==> config.mk <==
export PLATFORM = sky130hd
export DESIGN_NAME = seq_pattern_detector
export DESIGN_NICKNAME = d
export VERILOG_FILES = /design/src/rtl/seq_pattern_detector.sv
export SDC_FILE = /design/constraint.sdc
export NUM_CORES = 1
export LEC_CHECK = 0
export ABC_AREA = 1
export ABC_CLOCK_PERIOD_IN_PS = 1350
export CORE_MARGIN = 2
export CORE_UTILIZATION = 44
export DETAILED_ROUTE_END_ITERATION = 10
export HOLD_SLACK_MARGIN = 0.03
export PLACE_DENSITY_LB_ADDON = 0.15
export REMOVE_ABC_BUFFERS = 1
export SYNTH_ARGS = -nofsm -noshare
export SYNTH_HDL_FRONTEND = slang
export SYNTH_SLANG_ARGS = --single-unit
==> constraint.sdc <==
create_clock -name clk -period 1.35 [get_ports clk]
set_input_delay 0.27 -clock clk [delete_from_list [all_inputs] [get_ports clk]]
set_output_delay 0.27 -clock clk [all_outputs]
set_load 0.01 [all_outputs]
==> src/rtl/seq_pattern_detector.sv <==
// Serial pattern detector with runtime-programmable, maskable pattern and selectable overlap mode.
// Optional saturating match counter is built when SEQ_DET_MATCH_CNT_EN is defined.
module seq_pattern_detector #(
  parameter int unsigned      PAT_W       = 3,
  parameter logic [PAT_W-1:0] DEF_PATTERN = PAT_W'(1),
  parameter logic [PAT_W-1:0] DEF_MASK    = '1,
  parameter logic             DEF_OVERLAP = 1'b1,
  parameter int unsigned      CNT_W       = 8
) (
  input  logic             clk,
  input  logic             rst,
  input  logic             en,
  input  logic             cfg_we,
  input  logic [PAT_W-1:0] cfg_pattern,
  input  logic [PAT_W-1:0] cfg_mask,
  input  logic             cfg_overlap,
  input  logic             s_valid,
  input  logic             s_in,
  output logic             valid,
  input  logic             cnt_clr,
  output logic [CNT_W-1:0] match_cnt
);

  localparam int unsigned FILL_W = $clog2(PAT_W + 1);
  localparam logic [FILL_W-1:0] FILL_FULL = FILL_W'(PAT_W);

  typedef enum logic [1:0] {
    IDLE,
    FILL,
    HUNT,
    MATCH
  } state_t;

  state_t            state;
  logic [PAT_W-1:0]  hist;
  logic [FILL_W-1:0] fill;
  logic [PAT_W-1:0]  pat;
  logic [PAT_W-1:0]  msk;
  logic              ovl;

  logic              accept;
  logic [PAT_W-1:0]  hist_n;
  logic [FILL_W-1:0] fill_n;
  logic              full_n;
  logic              hit;

  always_comb begin
    accept = en && s_valid && !cfg_we;
    hist_n = {hist[PAT_W-2:0], s_in};
    fill_n = (fill == FILL_FULL) ? fill : fill + 1'b1;
    full_n = (fill_n == FILL_FULL);
    hit    = full_n && (((hist_n ^ pat) & msk) == '0);
  end

  always_ff @(posedge clk or posedge rst) begin
    if (rst) begin
      state <= IDLE;
      hist  <= '0;
      fill  <= '0;
      pat   <= DEF_PATTERN;
      msk   <= DEF_MASK;
      ovl   <= DEF_OVERLAP;
    end else begin
      // Configuration loads regardless of en; the state decision below is separate.
      if (cfg_we) begin
        pat <= cfg_pattern;
        msk <= cfg_mask;
        ovl <= cfg_overlap;
      end

      if (!en) begin
        state <= IDLE;
        hist  <= '0;
        fill  <= '0;
      end else if (cfg_we) begin
        state <= FILL;
        hist  <= '0;
        fill  <= '0;
      end else if (accept) begin
        if (hit) begin
          state <= MATCH;
          if (ovl) begin
            hist <= hist_n;
            fill <= fill_n;
          end else begin
            hist <= '0;
            fill <= '0;
          end
        end else begin
          state <= full_n ? HUNT : FILL;
          hist  <= hist_n;
          fill  <= fill_n;
        end
      end else begin
        unique case (state)
          IDLE:    state <= FILL;
          MATCH:   state <= ovl ? HUNT : FILL;
          default: state <= state;
        endcase
      end
    end
  end

  assign valid = (state == MATCH);

`ifdef SEQ_DET_MATCH_CNT_EN
  logic [CNT_W-1:0] cnt;

  // Clear has priority over a coincident hit.
  always_ff @(posedge clk or posedge rst) begin
    if (rst) begin
      cnt <= '0;
    end else if (cnt_clr) begin
      cnt <= '0;
    end else if (accept && hit && (cnt != '1)) begin
      cnt <= cnt + 1'b1;
    end
  end

  assign match_cnt = cnt;
`else
  logic unused_cnt_clr;
  assign unused_cnt_clr = cnt_clr;
  assign match_cnt      = '0;
`endif

endmodule

==> run_results.csv <==
group,metric,value,unit
synthesis,ys_seq_elements,13,
sta,setup_violations,0,
final_layout,n_fill_cell,140,
final_layout,multi_input_area,315.3,sq um
die,start_util,47.29,%
sta,hold_viol,0,
clocking,cts_tree,"yes",
worst_setup_path,reg2regPathDepth,5,
final_layout,finalCoreUtilization,62.89,%
sta,setup-tns-final,0,ns
die,rows,14,
synthesis,syn_inst,95,
clocking,cts_made_buffers,3,
synthesis,syn_avg_cell_area,7.586,sq um
routing,routed_via_density,4.626,
placed_design,placed_cells,135,
final_layout,area_growth,32.99,%
worst_setup_path,cp_max_fo,3,
synthesis,syn_area,720.7,sq um
clocking,cts_root_buf,"clkbuf_4",
synthesis,yosysWarnings,0,
final_layout,drive_gt1_share,24.39,%
placed_design,dp_hpwl,1.063,mm
clocking,cts.path.max_buffers,2,
global_route,grt_pass1_wl,2.242,mm
final_layout,regArea,331.6,sq um
worst_setup_path,worst_setup_path_end_kind,"primary output",
hold_path,worstHoldPathType,"primary input to async pin",
run_status,status,"finished, final reports clean",
global_route,grt_start_max_net_pins,14,
worst_setup_path,rr_startpoint,"pat[0]$_DFFE_PP1P_",
die,coreArea,1524,sq um
worst_setup_path,start_kind,"register",
clocking,clk_latency,0.28,ns
sta,finalMaxSlewViolations,0,
die,chipHeight,44.47,um
placed_design,io_buffers,13,
worst_setup_path,r2r_slack,0.20,ns
routing,drt_iter0_markers,14,
final_layout,layout.cells.non_filler,139,
worst_setup_path,cp_data_arrival_time,1.02,ns
routing,vias,643,
clocking,cts.htree.levels,1,
global_route,overflow,0,
synthesis,yosys.cell_types.count,20,
global_route,grt_pass1_vias,535,
pwr,p_per_area,871.1,nW/um^2
worst_setup_path,path_class,"register to primary output",
worst_setup_path,reg2reg_to,"fill[1]$_DFFE_PP0P_",
pwr,p_leak,0.4937,nW
clocking,cts_hold_buf,0,
sta,fin_crit_sh,95.43,%
final_layout,antenna_cells,0,
routing,post-route-drc-count,0,
placed_design,gp_congestion,0.7129,
sta,fmax,0.7762,GHz
routing,ant_nets,0,
final_layout,final_nets,138,
synthesis,ys_seq_area_share,46.01,%
die,die_area,1978,sq um
sta,fin_skew,0.003270,ns
global_route,grt_antenna_before_repair,0,
clocking,clkTransAtPathRegs,0.08,ns
flow_run,drv_cap,0,
worst_setup_path,worst_ep_required_time,1.08,ns
routing,wl_per_cell,9.691,um
sta,rsz0062_at_grt,"false",
sta,period_minus_slack,1.288,ns
die,die_x,44.47,um
pwr,worst_ir_drop_vdd,0.0005557,V
routing,drt-pass1-iter-count,4,
global_route,grt_usage,16.10,%
clocking,clock_sinks,13,
die,io_pins,23,
routing,drt-total-wl,1.347,mm
==> critical path, cell delays in order (launching register included) <==
cell	delay, ns
dfrtp_1	0.41
nand2_2	0.07
inv_1	0.04
clkdlybuf4s15_1	0.22
==> how the worst max path moves through the flow <==
stage | from | to | slack [ns]
after floorplan | pat[0]$_DFFE_PP1P_ | fill[0]$_DFFE_PP0P_ | 0.32
after global placement | cfg_we | state[0]$_DFFE_PP0P_ | -0.16
after detailed placement | cfg_we | state[0]$_DFFE_PP0P_ | -0.18
after CTS | state[1]$_DFFE_PP0P_ | valid | 0.04
after global routing | state[0]$_DFFE_PP0P_ | valid | 0.02
final | state[1]$_DFFE_PP0P_ | valid | 0.06
==> Yosys cell counts <==
cell type  instances  area (sq um)
nor2_2             1         6.260
buf_2              1         5.000
nor3_2             1         10.01
inv_2              1         3.750
o21ai_1            2         10.01
nor3_1             1         5.000
nor2_4             1         11.26
dfrtp_1            8         200.2
inv_1              9         33.78
nand4_1            1         6.260
nor2_1             4         15.01
nand3_2            1         10.01
nand2_1           36         135.1
o21ai_0            3         15.01
nand2_2            1         6.260
buf_4              8         60.06
or2_2              2         12.51
conb_1             1         3.750
nand3_1            8         40.04
dfstp_2            5         131.4
==> cells in the final DEF (no fill, tap or decap), drive strengths merged <==
cell type      netlist  routed
conb                 1       8
nand3                9       9
nand4                1       1
buf                  9      13
o21ai                5       5
or2                  2       2
nor2                 6       6
clkbuf               0       4
clkdlybuf4s15        0       1
nor3                 2       2
clkdlybuf4s50        0      12
nand2               37      37
dfrtp                8       8
dfstp                5       5
inv                 10      10
==> state kept, by name, indices dropped and copies added, names as in the netlist <==
signal	flops
hist	2
fill	2
msk	3
pat	3
state	2
ovl	1
==> area by class of cell <==
class | instances | share of cell area (%)
Timing Repair Buffer | 26 | 23.76
Tap cell | 16 | 2.089
Clock buffer | 4 | 2.742
Inverter | 10 | 3.916
Sequential cell | 13 | 34.60
Multi-Input combinational cell | 70 | 32.90
==> metal layers <==
layer	track usage (%)	wire [um]	vias to the layer above
met4	10.91	34	0
met2	24.64	594	23
li1	-	-	332
met3	3.673	82	5
met5	0	0	-
met1	20.00	635	283
==> power by group <==
part	switching, mW	internal, mW	total [mW]
Sequential	0.0133	0.423	0.437
Combinational	0.0729	0.0758	0.149
Clock	0.135	0.115	0.250
Total	0.221	0.614	0.835
==> repair_timing <==
action | in CTS | in global routing
resized for setup | 2 | 1
buffers inserted | 0 | 0
pin swaps | 0 | 0
endpoints found under the setup margin | 1 | 1
gates cloned | 0 | 0
==> logic make-up after synthesis <==
group                  share of synthesized area (%)
other                                         0.5203
buffers and inverters                          14.23
flip-flops                                     46.01
AO/OA/AOI/OAI                                  3.472
AND/OR/NAND/NOR                                35.76
==> through the flow <==
step                setup WS, ns  instance area [sq um]  hold slack (ns)  power (mW)
floorplan                 0.3234                  681.9           0.1434      0.5092
global placement         -0.1607                  929.6           0.4552      0.5887
detailed placement       -0.1827                  929.6           0.4616      0.5929
CTS                      0.04464                  955.9           0.2818      0.8417
global route             0.01652                  958.4           0.3255      0.8739
finish                   0.06175                  958.4           0.2729      0.8348
No activity file was read; power rests on OpenSTA's default activity.
